==> config.mk <==
export PLATFORM = sky130hd
export DESIGN_NAME = lsb_queue
export DESIGN_NICKNAME = d
export VERILOG_FILES = /design/src/rtl/lsb_queue.sv
export SDC_FILE = /design/constraint.sdc
export NUM_CORES = 2
export LEC_CHECK = 0
export ABC_CLOCK_PERIOD_IN_PS = 26100
export CAP_MARGIN = 20
export CORE_MARGIN = 2
export CORE_UTILIZATION = 40
export CTS_CLUSTER_DIAMETER = 120
export DETAILED_ROUTE_END_ITERATION = 6
export DONT_BUFFER_PORTS = 1
export HOLD_SLACK_MARGIN = 0.06
export PLACE_DENSITY_LB_ADDON = 0.12
export SKIP_CTS_REPAIR_TIMING = 1
export SYNTH_ARGS = -nofsm -noshare
export SYNTH_HDL_FRONTEND = slang
export SYNTH_SLANG_ARGS = --single-unit
==> constraint.sdc <==
create_clock -name clk -period 26.1 [get_ports clk]
set_input_delay 1.305 -clock clk [delete_from_list [all_inputs] [get_ports clk]]
set_output_delay 1.305 -clock clk [all_outputs]
set_load 0.01 [all_outputs]
==> src/rtl/lsb_queue.sv <==
// In-order load/store queue between the LSB reservation station and MemCtrl.
// Loads issue from the head immediately; stores and IO-region loads wait on the ROB.
module lsb_queue #(
  parameter int unsigned DEPTH   = 16,
  parameter int unsigned TAG_W   = 4,
  parameter logic [31:0] IO_BASE = 32'h30000
) (
  input  logic             clk,
  input  logic             rst,
  input  logic             rdy,
  input  logic             flush,
  input  logic             in_valid,
  input  logic             in_store,
  input  logic [1:0]       in_size,
  input  logic             in_unsigned,
  input  logic [31:0]      in_base,
  input  logic [31:0]      in_imm,
  input  logic [31:0]      in_wdata,
  input  logic [TAG_W-1:0] in_tag,
  output logic             full,
  input  logic             rob_commit,
  input  logic [TAG_W-1:0] rob_commit_tag,
  input  logic [TAG_W-1:0] rob_head_tag,
  output logic             mem_req,
  output logic             mem_we,
  output logic [31:0]      mem_addr,
  output logic [2:0]       mem_len,
  output logic [31:0]      mem_wdata,
  input  logic             mem_done,
  input  logic [31:0]      mem_rdata,
  output logic             cdb_valid,
  output logic [TAG_W-1:0] cdb_tag,
  output logic [31:0]      cdb_data
);

  localparam int unsigned PW = $clog2(DEPTH);
  localparam int unsigned CW = PW + 1;

  typedef enum logic [1:0] {S_IDLE, S_BUSY, S_DISCARD} state_t;

  state_t             state_q, state_d;
  logic [PW-1:0]      head_q, head_d, tail_q, tail_d;
  logic [CW-1:0]      count_q, count_d;

  logic [DEPTH-1:0]   st_q, uns_q, com_q, ann_q;
  logic [1:0]         size_q  [DEPTH];
  logic [31:0]        addr_q  [DEPTH];
  logic [31:0]        wdata_q [DEPTH];
  logic [TAG_W-1:0]   tag_q   [DEPTH];

  logic               mem_req_q, mem_req_d, mem_we_q, mem_we_d;
  logic [31:0]        mem_addr_q, mem_addr_d, mem_wdata_q, mem_wdata_d;
  logic [2:0]         mem_len_q, mem_len_d;
  logic               cdb_valid_q, cdb_valid_d;
  logic [TAG_W-1:0]   cdb_tag_q, cdb_tag_d;
  logic [31:0]        cdb_data_q, cdb_data_d;

  logic [DEPTH-1:0]   vld, com_eff;
  logic [CW-1:0]      ncom, keep;
  logic [PW-1:0]      idx;
  logic               ann_set, ann_fire, enq, pop, issue_ok;
  logic [PW-1:0]      ann_idx;

  logic               h_st, h_uns;
  logic [1:0]         h_size;
  logic [31:0]        h_addr, h_wdata;
  logic [TAG_W-1:0]   h_tag;

  assign h_st    = st_q[head_q];
  assign h_uns   = uns_q[head_q];
  assign h_size  = size_q[head_q];
  assign h_addr  = addr_q[head_q];
  assign h_wdata = wdata_q[head_q];
  assign h_tag   = tag_q[head_q];

  function automatic logic [2:0] size_len(input logic [1:0] sz);
    case (sz)
      2'b00:   size_len = 3'd1;
      2'b01:   size_len = 3'd2;
      default: size_len = 3'd4;
    endcase
  endfunction

  function automatic logic [31:0] store_data(input logic [1:0] sz, input logic [31:0] d);
    case (sz)
      2'b00:   store_data = {24'h0, d[7:0]};
      2'b01:   store_data = {16'h0, d[15:0]};
      default: store_data = d;
    endcase
  endfunction

  function automatic logic [31:0] load_ext(input logic [1:0] sz, input logic u, input logic [31:0] d);
    case (sz)
      2'b00:   load_ext = u ? {24'h0, d[7:0]}  : {{24{d[7]}}, d[7:0]};
      2'b01:   load_ext = u ? {16'h0, d[15:0]} : {{16{d[15]}}, d[15:0]};
      default: load_ext = d;
    endcase
  endfunction

  // Occupancy mask, this-cycle commits, committed count and oldest unannounced store.
  always_comb begin
    vld     = '0;
    com_eff = '0;
    ncom    = '0;
    ann_set = 1'b0;
    ann_idx = '0;
    idx     = '0;
    for (int unsigned k = 0; k < DEPTH; k++) begin
      idx = head_q + PW'(k);
      if (CW'(k) < count_q) begin
        vld[idx] = 1'b1;
        if (!ann_set && st_q[idx] && !ann_q[idx]) begin
          ann_set = 1'b1;
          ann_idx = idx;
        end
      end
    end
    for (int unsigned i = 0; i < DEPTH; i++) begin
      com_eff[i] = com_q[i] | (rob_commit && vld[i] && (tag_q[i] == rob_commit_tag));
      if (vld[i] && com_eff[i]) ncom = ncom + CW'(1);
    end
  end

  // Memory FSM next state, registered memory/CDB outputs, pointer and count update.
  always_comb begin
    state_d     = state_q;
    mem_req_d   = mem_req_q;
    mem_we_d    = mem_we_q;
    mem_addr_d  = mem_addr_q;
    mem_len_d   = mem_len_q;
    mem_wdata_d = mem_wdata_q;
    cdb_valid_d = 1'b0;
    cdb_tag_d   = cdb_tag_q;
    cdb_data_d  = cdb_data_q;
    pop         = 1'b0;
    issue_ok    = h_st ? com_q[head_q] : ((h_addr < IO_BASE) || (h_tag == rob_head_tag));

    case (state_q)
      S_IDLE: begin
        // In a flush cycle only a committed store may still issue.
        if (count_q != '0 && issue_ok && (!flush || h_st)) begin
          state_d     = S_BUSY;
          mem_req_d   = 1'b1;
          mem_we_d    = h_st;
          mem_addr_d  = h_addr;
          mem_len_d   = size_len(h_size);
          mem_wdata_d = h_st ? store_data(h_size, h_wdata) : '0;
        end
      end
      S_BUSY: begin
        if (mem_done) begin
          pop       = 1'b1;
          mem_req_d = 1'b0;
          mem_we_d  = 1'b0;
          state_d   = S_IDLE;
          if (!h_st && !flush) begin
            cdb_valid_d = 1'b1;
            cdb_tag_d   = h_tag;
            cdb_data_d  = load_ext(h_size, h_uns, mem_rdata);
          end
        end else if (flush && !h_st) begin
          state_d = S_DISCARD;
        end
      end
      S_DISCARD: begin
        if (mem_done) begin
          pop       = 1'b1;
          mem_req_d = 1'b0;
          mem_we_d  = 1'b0;
          state_d   = S_IDLE;
        end
      end
      default: state_d = S_IDLE;
    endcase

    ann_fire = ann_set && !cdb_valid_d && !flush;
    if (ann_fire) begin
      cdb_valid_d = 1'b1;
      cdb_tag_d   = tag_q[ann_idx];
      cdb_data_d  = '0;
    end

    enq    = in_valid && !flush && (count_q != CW'(DEPTH));
    // A load still in flight at the head is kept so that its completion pops it.
    keep   = ncom + (((state_q != S_IDLE) && !h_st) ? CW'(1) : CW'(0));
    head_d = head_q + PW'(pop);
    if (flush) begin
      tail_d  = head_q + keep[PW-1:0];
      count_d = keep - CW'(pop);
    end else begin
      tail_d  = tail_q + PW'(enq);
      count_d = count_q + CW'(enq) - CW'(pop);
    end
  end

  // Control state, flags and output registers; frozen while rdy is low.
  always_ff @(posedge clk) begin
    if (rst) begin
      state_q     <= S_IDLE;
      head_q      <= '0;
      tail_q      <= '0;
      count_q     <= '0;
      com_q       <= '0;
      ann_q       <= '0;
      mem_req_q   <= 1'b0;
      mem_we_q    <= 1'b0;
      mem_addr_q  <= '0;
      mem_len_q   <= '0;
      mem_wdata_q <= '0;
      cdb_valid_q <= 1'b0;
      cdb_tag_q   <= '0;
      cdb_data_q  <= '0;
    end else if (rdy) begin
      state_q     <= state_d;
      head_q      <= head_d;
      tail_q      <= tail_d;
      count_q     <= count_d;
      mem_req_q   <= mem_req_d;
      mem_we_q    <= mem_we_d;
      mem_addr_q  <= mem_addr_d;
      mem_len_q   <= mem_len_d;
      mem_wdata_q <= mem_wdata_d;
      cdb_valid_q <= cdb_valid_d;
      cdb_tag_q   <= cdb_tag_d;
      cdb_data_q  <= cdb_data_d;
      com_q       <= com_eff;
      if (ann_fire) ann_q[ann_idx] <= 1'b1;
      if (enq) begin
        com_q[tail_q] <= 1'b0;
        ann_q[tail_q] <= 1'b0;
      end
    end
  end

  // Entry payload written at the tail on enqueue.
  always_ff @(posedge clk) begin
    if (!rst && rdy && enq) begin
      st_q[tail_q]    <= in_store;
      uns_q[tail_q]   <= in_unsigned;
      size_q[tail_q]  <= in_size;
      addr_q[tail_q]  <= in_base + in_imm;
      wdata_q[tail_q] <= in_wdata;
      tag_q[tail_q]   <= in_tag;
    end
  end

  assign full      = (count_q >= CW'(DEPTH - 2));
  assign mem_req   = mem_req_q;
  assign mem_we    = mem_we_q;
  assign mem_addr  = mem_addr_q;
  assign mem_len   = mem_len_q;
  assign mem_wdata = mem_wdata_q;
  assign cdb_valid = cdb_valid_q;
  assign cdb_tag   = cdb_tag_q;
  assign cdb_data  = cdb_data_q;

endmodule

==> flow_summary.ini <==
[global_routing]
grt_max_degree = 153
grt_usage_pct = 22.45
grt_first_pass_wirelength_microns = 243000
grt_pass1_vias = 33800
overflow = 0
antenna_found_initial = 5

[yosys]
syn_nets = 3756
synthArstFlopShare_pct = 0
yosysWarnings = 0
yosys.area.top_type_share_pct = 59.08
ys_seq_area_share_pct = 64.45
yosysTopAreaCell = edfxtp_1
synth_area_sq_um = 58550
syn_area_per_cell_sq_um = 16.66
synthTopCellsByCount = edfxtp_1 (1152), mux4_2 (392), nor2_1 (223)
syn_inst = 3514
synth_most_common_cell = edfxtp_1
synth-seq-cells = 1309
synth.area.top_cells = edfxtp_1 (59%), mux4_2 (15%), dfxtp_1 (5.4%), mux2i_1 (2.1%), ha_1 (1.9%)
ys_types = 108
synth-main-ff-cell = edfxtp_1
synth_edf_count = 1152

[cts]
cts_buffers = 141
cts_sinks = 1309
htree_levels = 4
clk_pin_slew_ns = 0.06
clk_path_buf_depth = 3
cts_tree = yes
root_buffer = clkbuf_16
insertion_delay_ns = 0.77

[drt]
drtIter0Drc = 2509
drt_pass1_iterations = 7
postRouteAntennaNets = 0
viasPerCell = 5.873
drc = 0
wl_per_cell_microns = 30.18
vias = 32890
routed_wl_microns = 169000

[run_status]
status = finished clean

[timing]
min_period_ns = 13.27
hold_viol_final = 0
grt_setup_unrepaired = false
slew_headroom_pct = 28.85
setup_viol_count_final = 0
fmax_mhz = 75.36
fin_tns_setup_ns = 0
skew_ns = 0.03100
worst_slew_pin_slew_ns = 1.063
maxSlewViolCount = 0
period_share_pct = 50.84

[worst_setup_path]
cpPeakStageDelay_ns = 0.77
path_class = flip-flop to flip-flop
cp_max_fo = 46
end_kind = flip-flop
cp.arrival_ns = 13.96
cp_slowest_cell = ha_1
cp-startpoint = head_q[2]
rrSetupSlack_ns = 12.83
critPathBufInv = 8
crit_top_cell = ha_1
cp-start-kind = flip-flop
reg2reg_from = head_q[2]
cp_data_required_time_ns = 26.79
cp_top_family = adder cells

[die]
die_y_microns = 386.6
io_pins = 258
start_util_pct = 40.22
die_width_microns = 386.6
die_area_sq_um = 149400
num_rows = 140
core_region_area_sq_um = 145600

[pwr]
power_leakage_nw = 21.12
cellPowerDensity_nw_per_um2 = 69.47
vdd_drop_max_mv = 0.05934

[flow_run]
drv_cap = 0

[cells_and_area]
final_layout_size_suffix_gt1_share_pct = 21.59
fillers = 12500
area_growth_pct = 12.08
layout.cells.non_filler = 5600
final_nets = 3810

[min_path]
worstHoldStart = cdb_data[28]
hold_path.class = flip-flop to flip-flop

[placement]
numPortBuffers = 0
place_inst = 5320
hpwl_microns = 102800
routabilityCongestion = 0.8960
-- per-stage QoR --
step / power [W] / cell area [sq um] / util, % / hold WS, ns / setup WS, ns
floorplan: 0.002565 / 58550 / - / 0.4272 / 14.48
global placement: 0.002655 / 60910 / 41.84 / 0.4702 / 13.07
detailed placement: 0.002664 / 60940 / 41.86 / 0.4725 / 12.87
CTS: 0.004599 / 65390 / 44.92 / 0.4898 / 12.84
global route: 0.004711 / 65610 / 45.07 / 0.5138 / 11.87
finish: 0.004558 / 65620 / 45.08 / 0.4888 / 12.83
-- layout make-up --
class	instances	area (sq um)	share of cell area, %
flip-flops and latches	1309	37750	57.53
well taps	1917	2399	3.655
clock inverters	62	595.6	0.9076
clock buffers	191	3859	5.880
diodes	5	12.51	0.01907
multi-input cells	1948	19920	30.36
inverters	74	277.8	0.4233
repair buffers	94	800.8	1.220
-- logic make-up (layout without fill, tap and decap cells) --
kind of cell             count (synthesis)  count (layout)  share of synthesized area [%]
adder cells (fa/ha/maj)                 91              91                          1.983
multiplexers                           525             525                          17.37
other                                    0               5                              0
AO/OA/AOI/OAI                          492             492                          5.791
flip-flops                            1309            1309                          64.45
buffers and inverters                  257             421                          1.810
AND/OR/NAND/NOR                        673             673                          5.657
XOR/XNOR                               167             167                          2.936
-- final timing paths --
kind                  endpoint  cells after the start
hold reg to reg   cdb_data[28]                      2
setup / recovery     tail_q[3]                     55
hold / removal    cdb_data[28]                      2
setup reg to reg     tail_q[3]                     55
-- sequential cells by signal (all words and copies together) (netlist names), 2 cells and up, named ones only --
name / cells
uns_q: 16
size_q: 32
ann_q: 16
mem_wdata: 32
state_q: 2
count_q: 5
tail_q: 4
head_q: 4
wdata_q: 512
st_q: 16
addr_q: 512
mem_len: 3
tag_q: 64
cdb_data: 32
com_q: 16
cdb_tag: 4
mem_addr: 32
-- layout by cell type (no fill, tap or decap), types with 17 or more instances in the layout --
master	synthesis	final
edfxtp_1	1152	1152
mux4_2	392	392
nor2_1	223	215
nand2_1	156	156
dfxtp_1	157	151
clkbuf_16	0	143
a21oi_1	138	137
mux2i_1	125	124
ha_1	88	88
buf_4	3	86
xnor2_1	75	75
xor2_1	69	69
inv_1	69	69
o21ai_0	68	65
nand2b_1	43	43
clkbuf_1	120	38
nand3_1	36	35
o211ai_1	32	32
a22oi_1	28	28
clkinv_1	2	25
o21a_1	24	24
a31oi_1	25	24
nor4_1	23	23
nor2b_1	22	22
nor3_1	31	22
a211oi_1	20	19
or3_1	19	19
nand3b_1	17	17
or3b_2	17	17
clkinv_2	0	17
-- power by group --
group          internal, W  switching [W]
Clock              0.00111       0.000819
Combinational     0.000102       0.000192
Sequential         0.00232     0.00000912
Total              0.00354        0.00102
-- worst register-to-register path: cells and delay by family (launching register included) --
| kind | cells | cell delay [ns] |
|---|---|---|
| AND/OR/NAND/NOR | 8 | 1.23 |
| flip-flops | 1 | 0.31 |
| buffers and inverters | 8 | 2.11 |
| XOR/XNOR | 10 | 1.91 |
| adder cells (fa/ha/maj) | 11 | 3.74 |
| multiplexers | 2 | 0.37 |
| AO/OA/AOI/OAI | 16 | 3.59 |
-- metal layers --
metal	vias to the layer above	GRT usage [%]	share of wire, %
met2	1027	37.44	49
met3	193	4.704	6.6
met1	17480	30.26	42
met5	-	0	0
li1	14190	-	-
met4	0	5.048	1.7
No activity file was read; power rests on OpenSTA's default activity.
